<file path="src/rtl/noc_pkg.sv">
// Shared NoC types: flit layout and source identifiers for the merge tree.
package noc_pkg;
  localparam int unsigned FLIT_W  = 9;
  localparam int unsigned ADDR_HI = 8;
  localparam int unsigned ADDR_LO = 5;

  typedef logic [FLIT_W-1:0] flit_t;

  typedef enum logic {
    SRC0 = 1'b0,
    SRC1 = 1'b1
  } src_t;
endpackage

</file>
<file path="src/rtl/merge2_arbiter_if.sv">
// Two source links plus one output link of the 2-to-1 merge node.
interface merge2_arbiter_if;
  import noc_pkg::*;

  logic  in0_valid;
  flit_t in0_data;
  logic  in0_ready;
  logic  in1_valid;
  flit_t in1_data;
  logic  in1_ready;
  logic  out_valid;
  flit_t out_data;
  src_t  out_src;
  logic  out_ready;

  modport master (
    output in0_valid, in0_data, in1_valid, in1_data, out_ready,
    input  in0_ready, in1_ready, out_valid, out_data, out_src
  );

  modport slave (
    input  in0_valid, in0_data, in1_valid, in1_data, out_ready,
    output in0_ready, in1_ready, out_valid, out_data, out_src
  );
endinterface

</file>
<file path="src/rtl/rr_arb2.sv">
// Two-way round-robin arbiter; priority flips away from each granted source.
module rr_arb2
  import noc_pkg::*;
(
  input  logic       clk,
  input  logic       reset,
  input  logic [1:0] req,
  input  logic       en,
  output logic [1:0] gnt,
  output src_t       gnt_id
);

  src_t prio;

  always_comb begin
    gnt_id = prio;
    gnt    = 2'b00;
    case (req)
      2'b01:   gnt_id = SRC0;
      2'b10:   gnt_id = SRC1;
      default: gnt_id = prio;
    endcase
    if (en && (|req)) begin
      gnt = (gnt_id == SRC1) ? 2'b10 : 2'b01;
    end
  end

  always_ff @(posedge clk) begin
    if (reset) begin
      prio <= SRC0;
    end else if (en && (|req)) begin
      prio <= (gnt_id == SRC0) ? SRC1 : SRC0;
    end
  end

endmodule

</file>
<file path="src/rtl/merge2_arbiter.sv">
// 2-to-1 NoC merge: round-robin grant into a single-entry output register,
// with saturating per-source grant counters for debug.
module merge2_arbiter
  import noc_pkg::*;
#(
  parameter int unsigned CNT_W = 8
) (
  input  logic             clk,
  input  logic             reset,
  merge2_arbiter_if.slave  bus,
  output logic [CNT_W-1:0] gnt_cnt0,
  output logic [CNT_W-1:0] gnt_cnt1
);

  localparam logic [CNT_W-1:0] CNT_MAX = {CNT_W{1'b1}};

  logic       load;
  logic       arb_en;
  logic [1:0] gnt;
  src_t       gnt_id;

  // Register may take a new flit when empty or draining this cycle.
  assign load   = !bus.out_valid || bus.out_ready;
  assign arb_en = load && !reset;

  rr_arb2 u_arb (
    .clk    (clk),
    .reset  (reset),
    .req    ({bus.in1_valid, bus.in0_valid}),
    .en     (arb_en),
    .gnt    (gnt),
    .gnt_id (gnt_id)
  );

  assign bus.in0_ready = gnt[0];
  assign bus.in1_ready = gnt[1];

  always_ff @(posedge clk) begin
    if (reset) begin
      bus.out_valid <= 1'b0;
      bus.out_data  <= '0;
      bus.out_src   <= SRC0;
    end else if (|gnt) begin
      bus.out_valid <= 1'b1;
      bus.out_data  <= gnt[1] ? bus.in1_data : bus.in0_data;
      bus.out_src   <= gnt_id;
    end else if (bus.out_ready) begin
      bus.out_valid <= 1'b0;
    end
  end

  always_ff @(posedge clk) begin
    if (reset) begin
      gnt_cnt0 <= '0;
      gnt_cnt1 <= '0;
    end else begin
      if (gnt[0] && (gnt_cnt0 != CNT_MAX)) gnt_cnt0 <= gnt_cnt0 + CNT_W'(1);
      if (gnt[1] && (gnt_cnt1 != CNT_MAX)) gnt_cnt1 <= gnt_cnt1 + CNT_W'(1);
    end
  end

endmodule

</file>
<file path="src/flat_wrapper.sv">
// flat-port wrapper written by rule: the top's interface ports become plain ports
module merge2_arbiter_flat import noc_pkg::*;
#(
  parameter int unsigned CNT_W = 8
)
  (clk, reset, gnt_cnt0, gnt_cnt1, bus_in0_valid, bus_in0_data, bus_in1_valid, bus_in1_data, bus_out_ready, bus_in0_ready, bus_in1_ready, bus_out_valid, bus_out_data, bus_out_src);
  merge2_arbiter_if bus_i ();
  input  logic clk;
  input  logic reset;
  output logic [CNT_W-1:0] gnt_cnt0;
  output logic [CNT_W-1:0] gnt_cnt1;
  input wire logic [$bits(bus_i.in0_valid)-1:0] bus_in0_valid;
  input wire logic [$bits(bus_i.in0_data)-1:0] bus_in0_data;
  input wire logic [$bits(bus_i.in1_valid)-1:0] bus_in1_valid;
  input wire logic [$bits(bus_i.in1_data)-1:0] bus_in1_data;
  input wire logic [$bits(bus_i.out_ready)-1:0] bus_out_ready;
  output wire logic [$bits(bus_i.in0_ready)-1:0] bus_in0_ready;
  output wire logic [$bits(bus_i.in1_ready)-1:0] bus_in1_ready;
  output wire logic [$bits(bus_i.out_valid)-1:0] bus_out_valid;
  output wire logic [$bits(bus_i.out_data)-1:0] bus_out_data;
  output wire logic [$bits(bus_i.out_src)-1:0] bus_out_src;
  assign bus_i.in0_valid = bus_in0_valid;
  assign bus_i.in0_data = bus_in0_data;
  assign bus_i.in1_valid = bus_in1_valid;
  assign bus_i.in1_data = bus_in1_data;
  assign bus_i.out_ready = bus_out_ready;
  assign bus_in0_ready = bus_i.in0_ready;
  assign bus_in1_ready = bus_i.in1_ready;
  assign bus_out_valid = bus_i.out_valid;
  assign bus_out_data = bus_i.out_data;
  assign bus_out_src = bus_i.out_src;
  merge2_arbiter #(.CNT_W(CNT_W)) u_core (.clk(clk), .reset(reset), .bus(bus_i), .gnt_cnt0(gnt_cnt0), .gnt_cnt1(gnt_cnt1));
endmodule
</file>
<file path="config.mk">
export PLATFORM = sky130hd
export DESIGN_NAME = merge2_arbiter_flat
export DESIGN_NICKNAME = d
export VERILOG_FILES = /design/src/rtl/noc_pkg.sv /design/src/rtl/merge2_arbiter_if.sv /design/src/rtl/rr_arb2.sv /design/src/rtl/merge2_arbiter.sv /design/src/flat_wrapper.sv
export SDC_FILE = /design/constraint.sdc
export NUM_CORES = 1
export LEC_CHECK = 0
export ABC_AREA = 0
export BUFFER_PORTS_ARGS = -buffer_cell sky130_fd_sc_hd__buf_2
export CAP_MARGIN = 20
export CORE_AREA = 2 2 56 58
export DETAILED_ROUTE_END_ITERATION = 10
export DIE_AREA = 0 0 58 60
export PLACE_DENSITY = 0.89
export RECOVER_POWER = 100
export SYNTH_ARGS = -nofsm -noshare
export SYNTH_HDL_FRONTEND = slang
export SYNTH_SLANG_ARGS = --single-unit
</file>
<file path="constraint.sdc">
create_clock -name clk -period 2.44 [get_ports clk]
set_clock_uncertainty 0.1 [all_clocks]
set_input_delay 0.244 -clock clk [delete_from_list [all_inputs] [get_ports clk]]
set_output_delay 0.244 -clock clk [all_outputs]
set_load 0.02 [all_outputs]
</file>
==> results of run 1 <==
[kinds of logic after synthesis]
family	count (synthesis)	share of synthesized area [%]
and+or+nand+nor	63	24.14
AOI/OAI and AO/OA	40	21.99
DFF	28	41.75
buffers and inverters	14	4.007
muxes	4	4.380
adders and majority gates	4	3.728
[per-layer routing]
layer	up-vias	global-route usage, %
li1	681	-
met1	629	22.27
met2	26	32.63
met3	4	2.814
met4	0	4.983
met5	-	0
[through the flow]
| stage | utilization [%] | cells | area, um^2 |
|---|---|---|---|
| after detailed placement | 56.55 | 234 | 1642 |
| final | 55.82 | 238 | 1620 |
| after floorplan | - | 153 | 1343 |
| after global placement | 56.55 | 234 | 1642 |
| after global routing | 55.82 | 238 | 1620 |
| after CTS | 57.80 | 238 | 1678 |
[cells in the final DEF (no fill, tap or decap)]
cell type / netlist / layout
clkbuf_1: 6 / 31
dfxtp_1: 28 / 28
nand2_1: 24 / 24
buf_2: 1 / 21
nor2_1: 13 / 13
a21oi_1: 9 / 9
a311oi_1: 9 / 9
o41ai_1: 8 / 8
inv_1: 7 / 7
o311ai_0: 6 / 7
nand3_1: 5 / 5
o21ai_0: 5 / 5
ha_1: 4 / 4
nand4_1: 3 / 3
or4_1: 3 / 3
clkbuf_4: 0 / 3
buf_4: 0 / 3
nand2b_1: 2 / 2
mux2_1: 1 / 2
nand3_4: 2 / 2
mux2i_1: 1 / 2
and2_1: 3 / 2
o31ai_1: 2 / 2
nand3b_1: 2 / 2
or3_1: 2 / 2
nor4_1: 2 / 2
nor2_2: 1 / 1
and2_0: 0 / 1
nor2b_1: 1 / 1
clkbuf_8: 0 / 1
[critical path: stages]
cell	delay (ns)
clkbuf_1	0.11
inv_1	0.05
ha_1	0.33
mux2_1	0.45
nand3_4	0.21
inv_1	0.12
clkbuf_1	0.23
[worst min path at each step]
stage                                   from                     end  depth (start not counted)
final                        bus_in0_data[3]  u_core.bus.out_data[3]                          3
after global routing         bus_in0_data[8]  u_core.bus.out_data[8]                          3
after CTS                    bus_in0_data[3]  u_core.bus.out_data[3]                          3
after detailed placement  u_core.gnt_cnt1[6]      u_core.gnt_cnt1[6]                          2
after global placement    u_core.gnt_cnt1[6]      u_core.gnt_cnt1[6]                          2
after floorplan              bus_in0_data[0]  u_core.bus.out_data[0]                          2
[cell type report]
| type | instances | share of cell area, % |
|---|---|---|
| multi-input cells | 111 | 43.94 |
| well taps | 33 | 2.548 |
| clock buffers | 4 | 2.239 |
| flip-flops and latches | 28 | 34.59 |
| inverters | 7 | 1.622 |
| repair buffers | 55 | 15.06 |
[report_power, final]
| group | leakage, nW | internal [mW] | switching [mW] |
|---|---|---|---|
| Clock | 0.0210 | 0.0914 | 0.135 |
| Combinational | 0.356 | 0.0522 | 0.0979 |
| Sequential | 0.228 | 0.477 | 0.0122 |
| Total | 0.605 | 0.621 | 0.245 |
[sequential cells by signal (all words and copies together) (netlist names)]
signal,cells
u_core.bus.out_data,9
u_core.bus.out_src,1
u_core.bus.out_valid,1
u_core.gnt_cnt0,8
u_core.gnt_cnt1,8
u_core.u_arb.prio,1
==> summary.md, run 1 <==
| Metric | Value |
|---|---|
| HP Class | in -> reg |
| Worst Reg2Reg Path Length in Cells | 5 |
| DIE AREA | 3480 um^2 |
| Multi-input logic area | around 710 um^2 |
| Area leader, netlist | dfxtp_1 |
| GRT Resource Usage Total | 18.07% |
| PwrDens | 534.3 nW/um^2 |
| Hold-fix buffers, CTS | 0 |
| WL final | 3056 um |
| Vias | 1340 |
| Initial antenna violation count | 0 |
| Ys Warns | 0 |
| NumNets Final | 233 |
| Post-Syn Area | 1343 um^2 |
| Routed Antenna Nets | 0 |
| Max-cap violations | 0 |
| Post_cts resized | 0 |
| Register area | 560.5 um^2 |
| Most common cell in the netlist | dfxtp_1 |
| Clk Latency, worst-skew pair | ~0.33 ns |
| Share of async-settable or async-resettable flops after synthesis | 0% |
| Wire per inst | 12.84 um |
| Fillers | 303 |
| Outcome | finished clean |
| Clock buffer depth | 2 |
| Via-to-Cell Ratio | 5.630 |
| DP HPWL | 2271 um |
| Final GP Congestion | 0.8217 |
| Setup TNS Final | 0 ns |
| Worst slew pin tran | between 0.6 and 0.7 ns |
| Initial Util | 46.25% |
| Clock sinks | 28 |
| Drt first-iter violations | 20 |
| Worst slew margin | 58.96% |
| Unrepaired setup endpoints after global routing | no |
| Syn nets | between 150 and 200 |
| Top Ports | 52 |
| Tmin final | about 2.1 ns |
| Largest net degree at the start of global routing | 24 |
| Part of the cycle the worst path needs | 86.03% |
| Layout area overhead | 20.69% |
| Vias in the first global route | 1184 |
| Routed wl met2 | 1560 um |
| Die height | 60 um |
| Total power draw | 0.8657 mW |
| Die X | 58 um |
| CTS tree | yes |
| CP max FO | 15 |
| Worst Path Arrival | 1.76 ns |
| Crit path to | bus_in1_ready |
| Worst Hold Margin | 0.05284 ns |
| Number of library cell types mapped by synthesis | 29 |
| Global-route wire length before repair | 4954 um |
| Final setup viols | 0 |
| Post-CTS Setup Bufs | 0 |
| Worst setup path start | bus_in1_valid |
| ANT cells | 0 |
| Commonest cells post-synth | 28 x dfxtp_1, 24 x nand2_1, 13 x nor2_1 |
| Top Layer Used | met4 |
| Grt ovf | 0 |
| Clock root buffer | clkbuf_4 |
| Synth Instances | 153 |
| Peak Freq | about 480 MHz |
| Core area | 2903 um^2 |
| Drt drc | 0 |
| Final hold violations | 0 |
| Max VDD drop | 0.3620 mV |
| CP Capture Type | output pin |
| Pre-antenna DRT Iters | 4 |
| Reg-to-reg startpoint | u_core.bus.out_valid |
| Layout cells sized above 1 | 15.12% |
| Register area share after synthesis | 41.75% |
| Pre-CTS WS | 0.2928 ns |
| RR Endpoint | u_core.bus.out_data[4] |
| Final WS setup | 0.3409 ns |
| R2R Setup Slk | 0.49 ns |
| # port buffers | 51 |
| Routed length on met3 | 118 um |
| H-tree levels | 1 |
| Routed length on met1 | 1350 um |
| WP data required | 2.10 ns |
| CTS buffer count | 3 |
| Synth area leaders | dfxtp_1 42%, nand2_1 6.7%, a311oi_1 5.9% |
| Num rows | 20 |
| Kind of critical path | in -> out |
| Post-synth EDFFs | 0 |
| CP Launch Type | input pin |
| Max Slew Vio Count | 0 |
| Leak pwr | 0.6050 nW |
| Flops & latches, synth | 28 |
| CTS clock-pin slew for the worst setup and hold paths | 0.15 ns |
| Synth top area share | a little over two fifths |
| Mean post-synth cell area | a little under 9 um^2 |
| Synth Flop Type | dfxtp_1 |
No activity file was read; power rests on OpenSTA's default activity.
==> run 2: changes to the inputs <==
CAP_MARGIN = 5   (was 20)
CORE_AREA = 2 2 65 67   (was 2 2 56 58)
DIE_AREA = 0 0 67 69   (was 0 0 58 60)
PLACE_DENSITY = 0.72   (was 0.89)
==> run 2 against run 1 <==
Net effect: sequential share of layout area fell by 0.86 points; first-iteration DRC count rose to 4.3 times the previous value; register-to-register slack improved by 0.08 ns; core utilization fell by 13 points; routed wire length rose by 5.3%; global-route usage fell by 4.3 points; sequential cell count did not move; worst setup slack improved by 0.075 ns; die area rose by 33%; largest cell class unchanged; highest routed layer unchanged.
==> summary.md, run 2 (synthesis results as in run 1) <==
| Metric | Value |
|---|---|
| Outcome | finished clean |
| Pre-CTS WS | 0.2884 ns (-0.004355 ns) |
| NumNets Final | 233 (unchanged) |
| Max-cap violations | 0 (unchanged) |
| CP max FO | 15 (unchanged) |
| Drt first-iter violations | 85 (+330%) |
| Vias | 1319 (-1.6%) |
| Clock sinks | 28 (unchanged) |
| Switching share of total power | 27.05% (-1.2 points) |
| CP Launch Type | input pin |
| Pre-antenna DRT Iters | 4 (unchanged) |
| Peak Freq | 494.1 MHz (+3.7%) |
| WP data required | 2.10 ns (about the same) |
| Hold-fix buffers, CTS | 0 (unchanged) |
| Post-CTS Setup Bufs | 0 (unchanged) |
| DIE AREA | 4623 um^2 (+33%) |
| Initial antenna violation count | 0 (unchanged) |
| Worst Path Arrival | 1.68 ns (-0.08 ns) |
| Tmin final | 2.024 ns (-0.07508 ns) |
| Largest net degree at the start of global routing | 24 (unchanged) |
| Commonest non-fill, non-tap cell in the layout | clkbuf_1 |
| Final hold violations | 0 (unchanged) |
| Worst slew margin | 46.59% (-12 points) |
| DP HPWL | 2373 um (+4.5%) |
| Die height | 69 um (+15%) |
| Core area | 3914 um^2 (+35%) |
| Worst slew pin tran | 0.8012 ns (+0.1856 ns) |
| Largest register FFs | 9 (unchanged) |
| Clk Latency, worst-skew pair | 0.27 ns (-0.06 ns) |
| Largest register by flop count | u_core.bus.out_data |
| Max VDD drop | 0.2447 mV (-32%) |
| Crit-path most repeated cell | inv_1 |
| Layout cells sized above 1 | 15.61% (+0.49 points) |
| Most frequent cells in the layout | 30 x clkbuf_1, 28 x dfxtp_1, 24 x nand2_1 |
| Critical Path, Cell by Cell | clkbuf_1, inv_1, ha_1, mux2_1, nand3_4, inv_1, buf_2 |
| CTS buffer count | 3 (unchanged) |
| Net Sw Power | 0.2498 mW (+2.1%) |
| Setup TNS Final | 0 ns (unchanged) |
| Routed Antenna Nets | 0 (unchanged) |
| Part of the cycle the worst path needs | 82.95% (-3.1 points) |
| Max Slew Vio Count | 0 (unchanged) |
| ANT cells | 0 (unchanged) |
| Final setup viols | 0 (unchanged) |
| Initial Util | 34.30% (-12 points) |
| Clock root buffer | clkbuf_8 |
| WL final | 3218 um (+5.3%) |
| Layout area overhead | 23.76% |
| Top Ports | 52 (unchanged) |
| Comb power frac | 16.2% (-1.1 points) |
| Global-route wire length before repair | 5175 um (+4.5%) |
| Largest stage delay, worst path | 0.49 ns (+0.04 ns) |
| Vias in the first global route | 1124 (-5.1%) |
| Drt drc | 0 (unchanged) |
| CTS tree | yes |
| GRT Resource Usage Total | 13.80% (-4.3 points) |
| Kind of critical path | in -> out |
| Num rows | 23 (+15%) |
| Cell Int Power | 0.6734 mW (+8.5%) |
| Fillers | 445 (+47%) |
| Top Registers | u_core.bus.out_data (9), u_core.gnt_cnt0 (8), u_core.gnt_cnt1 (8) |
| Master of the slowest instance on the critical path | mux2_1 |
| Unrepaired setup endpoints after global routing | no |
| CP Capture Type | output pin |
| Die X | 67 um (+16%) |
| # port buffers | 51 (unchanged) |
| Clock buffer depth | 2 (unchanged) |
| PwrDens | 555.6 nW/um^2 (+4.0%) |
| HP Class | in -> reg |
| CTS clock-pin slew for the worst setup and hold paths | 0.09 ns (-0.06 ns) |
| Reg power frac | 53.0% (-3.6 points) |
| Post_cts resized | 0 (unchanged) |
| Final WS setup | 0.4159 ns (+0.07508 ns) |
| H-tree levels | 1 (unchanged) |
| Leak pwr | 0.6176 nW (+2.1%) |
| Clk network pwr share | 30.8% (+4.7 points) |
| Via-to-Cell Ratio | 5.173 (-8.1%) |
| Wire per inst | 12.62 um (-1.7%) |
| Grt ovf | 0 (unchanged) |
| Final GP Congestion | 0.7838 (-4.6%) |
[run 2: final cells by class]
class | count | area, um^2 | share of cell area [%]
well taps | 50 | 62.56 | 3.765
clock buffers | 4 | 55.05 | 3.313
inverters | 7 | 26.28 | 1.581
repair buffers | 55 | 245.2 | 14.76
flip-flops and latches | 28 | 560.5 | 33.74
multi-input cells | 111 | 711.9 | 42.85
[run 2: path summary, 6_finish.rpt]
path / from / to / slack, ns / depth (start not counted)
setup / recovery: bus_in1_valid / bus_in1_ready / 0.42 / 7
hold / removal: bus_in0_data[1] / u_core.bus.out_data[1] / 0.13 / 3
setup reg to reg: u_core.bus.out_valid / u_core.bus.out_data[3] / 0.57 / 5
hold reg to reg: u_core.bus.out_data[5] / u_core.bus.out_data[5] / 0.40 / 2
[run 2: stage by stage]
stage	hold slack, ns	util (%)	power [mW]	area, um^2	cells
final	0.1302	42.46	0.9232	1662	255
after global routing	0.1222	42.46	0.9716	1662	255
after CTS	0.1252	43.89	0.9510	1718	255
after detailed placement	0.3888	42.49	0.6653	1663	251
after global placement	0.3821	42.49	0.6622	1663	251
after floorplan	0.3032	-	0.6049	1343	153
[run 2: per-layer routing]
metal	track usage (%)	vias up	wire length (um)	part of all wire (%)
met1	19.70	611	1540	48
met2	21.23	21	1533	48
li1	-	685	-	-
met4	4.082	0	26	0.81
met5	0	-	0	0
met3	2.121	2	117	3.6
[run 2: worst max-delay path, delay by kind of cell]
family,cells,cell delay [ns]
buf+inv,4,0.38
mux,1,0.49
fa+ha+maj,1,0.33
simple gates,1,0.24
[run 2: power by group through the flow]
stage	clock network (mW)	logic, mW	registers (mW)
6_report	0.284	0.150	0.489
5_1_grt	0.312	0.167	0.492
3_5_place_dp	0	0.165	0.500
4_1_cts	0.296	0.166	0.490
3_3_place_gp	0	0.162	0.500
2_1_floorplan	0	0.0832	0.522
==> run 3: changes to the inputs <==
clock period = 2 ns   (was 2.44 ns; I/O delays follow)
==> run 3 against run 2 <==
Net effect: worst setup slack got worse by 0.28 ns; sequential cell count unchanged; total power increased by 24%; non-clock buffer count increased by 4; die area unchanged; combinational power increased by 30%; critical path type unchanged; largest power group unchanged.
==> summary.md, run 3 (synthesis results as in run 1) <==
| Metric | Value |
|---|---|
| DP HPWL | 2383 um (+0.45%) |
| Crit-path leading delay family | buffers and inverters |
| Layout cells sized above 1 | 19.14% (+3.5 points) |
| Vias | 1306 (-0.99%) |
| R2R Setup Slk | 0.35 ns (-0.22 ns) |
| Multi-input logic area | 715.7 um^2 (+0.53%) |
| Worst Hold Margin | 0.08026 ns (-0.04998 ns) |
| Clk Latency, worst-skew pair | 0.27 ns (about the same) |
| Drt first-iter violations | 65 (-24%) |
| Final hold violations | 0 (unchanged) |
| Grt ovf | 0 (unchanged) |
| H-tree levels | 1 (unchanged) |
| Worst path bufs/invs | 5 (+1) |
| Post-Layout Inst Area | 1699 um^2 (+2.3%) |
| Initial antenna violation count | 0 (unchanged) |
| Unrepaired setup endpoints after global routing | no |
| # port buffers | 51 (unchanged) |
| Die X | 67 um (unchanged) |
| Max Slew Vio Count | 0 (unchanged) |
| Commonest non-fill, non-tap cell in the layout | dfxtp_1 |
| Routed length on met1 | 1531 um (-0.58%) |
| Crit-path most repeated cell | inv_1 |
| GRT Resource Usage Total | 14.67% (+0.86 points) |
| DIE AREA | 4623 um^2 (unchanged) |
| Clock buffer depth | 2 (unchanged) |
| Hold path depth | 3 (unchanged) |
| Routed Antenna Nets | 0 (unchanged) |
| WP data required | 1.70 ns (-0.40 ns) |
| Layout area overhead | 26.56% |
| Final GP Congestion | 0.8162 (+4.1%) |
| Worst slew margin | 65.93% (+19 points) |
| Top Registers | u_core.bus.out_data (9), u_core.gnt_cnt0 (8), u_core.gnt_cnt1 (8) |
| CP Launch Type | input pin |
| Worst slew pin tran | 0.5092 ns (-0.2920 ns) |
| Critical Path, Cell by Cell | buf_2, inv_1, ha_1, mux2i_1, nand3_4, buf_4, inv_1, clkbuf_2 |
| Master of the slowest instance on the critical path | mux2i_1 |
| NumNets Final | 237 (+1.7%) |
| Tmin final | 1.866 ns |
| Wire per inst | 12.54 um (-0.60%) |
| Dpl cell area | 1693 um^2 (+1.8%) |
| Final core occ | 43.41% (+0.96 points) |
| Worst path depth | 8 (+1) |
| Part of the cycle the worst path needs | 93.28% |
| Num rows | 23 (unchanged) |
| CTS buffer count | 3 (unchanged) |
| Pre-antenna DRT Iters | 4 (unchanged) |
| Clock sinks | 28 (unchanged) |
| Register area | 560.5 um^2 (unchanged) |
| Kind of critical path | in -> out |
| Peak Freq | 536.0 MHz |
| Setup TNS Final | 0 ns (unchanged) |
| WL final | 3249 um (+0.96%) |
| Via-to-Cell Ratio | 5.042 (-2.5%) |
| Post-CTS Setup Bufs | 0 (unchanged) |
| Final setup viols | 0 (unchanged) |
| Max VDD drop | 0.2325 mV (-5.0%) |
| Post_cts resized | 0 (unchanged) |
| Top Layer Used | met4 |
| Largest net degree at the start of global routing | 24 (unchanged) |
| Worst Path Arrival | 1.57 ns (-0.11 ns) |
| CP max FO | 11 (-4) |
| Drt drc | 0 (unchanged) |
| Routed wl met2 | 1559 um (+1.7%) |
| ANT cells | 0 (unchanged) |
| Leak pwr | 0.6466 nW (+4.7%) |
| Fillers | 422 (-5.2%) |
| Largest register FFs | 9 (unchanged) |
| Top Ports | 52 (unchanged) |
| HP Class | in -> reg |
| Die height | 69 um (unchanged) |
| Worst Reg2Reg Path Length in Cells | 4 (-1) |
| CP Capture Type | output pin |
| Largest register by flop count | u_core.bus.out_data |
| Global-route wire length before repair | 5423 um (+4.8%) |
| CTS tree | yes |
| Most frequent cells in the layout | 28 x dfxtp_1, 27 x clkbuf_1, 24 x nand2_1 |
| Vias in the first global route | 1247 (+11%) |
| Max-cap violations | 0 (unchanged) |
| Outcome | finished clean |
| PwrDens | 674.0 nW/um^2 (+21%) |
| Routed length on met3 | 128 um (+9.4%) |
| CTS clock-pin slew for the worst setup and hold paths | 0.09 ns (about the same) |
| Largest stage delay, worst path | 0.35 ns (-0.14 ns) |
| Core area | 3914 um^2 (unchanged) |
| Hold-fix buffers, CTS | 0 (unchanged) |
| Clock root buffer | clkbuf_8 |
| Initial Util | 34.30% (unchanged) |
-- run 3: changes by cell type in the layout (fill, tap and decap cells not counted) --
| cell | change |
|---|---|
| mux2_4 | +1 |
| buf_4 | +4 |
| clkbuf_1 | -3 |
| and2_1 | -1 |
| and2_0 | +1 |
| buf_2 | +1 |
| clkbuf_2 | +2 |
| mux2_1 | -1 |
-- run 3: cell type report --
cell class / count / area share [%]
clock buffers: 4 / 3.240
multi-input cells: 111 / 42.12
repair buffers: 59 / 16.42
flip-flops and latches: 28 / 32.99
inverters: 7 / 1.546
well taps: 50 / 3.682
-- run 3: per-layer routing --
metal / vias up / GRT usage (%)
li1: 690 / -
met5: - / 0
met1: 587 / 18.50
met2: 27 / 24.09
met3: 2 / 2.936
met4: 0 / 5.669
-- run 3: final timing paths --
check,endpoint,start
max,bus_in0_ready,bus_in1_valid
min,u_core.bus.out_data[3],bus_in0_data[3]
min reg2reg,u_core.gnt_cnt0[7],u_core.gnt_cnt0[7]
max reg2reg,u_core.gnt_cnt0[5],u_core.u_arb.prio
-- run 3: stage by stage --
step,setup slack (ns),std cells,total power [mW]
detailed placement,-0.002284,255,0.8203
global placement,0.03294,255,0.8175
floorplan,0.06103,153,0.7380
finish,0.1344,259,1.145
global route,0.06619,259,1.207
CTS,0.1641,259,1.177
-- run 3: power breakdown --
part	internal (mW)	switching (mW)	total [mW]
Sequential	0.582	0.0155	0.597
Combinational	0.0745	0.121	0.195
Clock	0.176	0.176	0.353
-- run 3: worst min-delay path, cell delays in order --
cell and delay (ns):
buf_2 0.09, nand2_1 0.05, a311oi_1 0.07
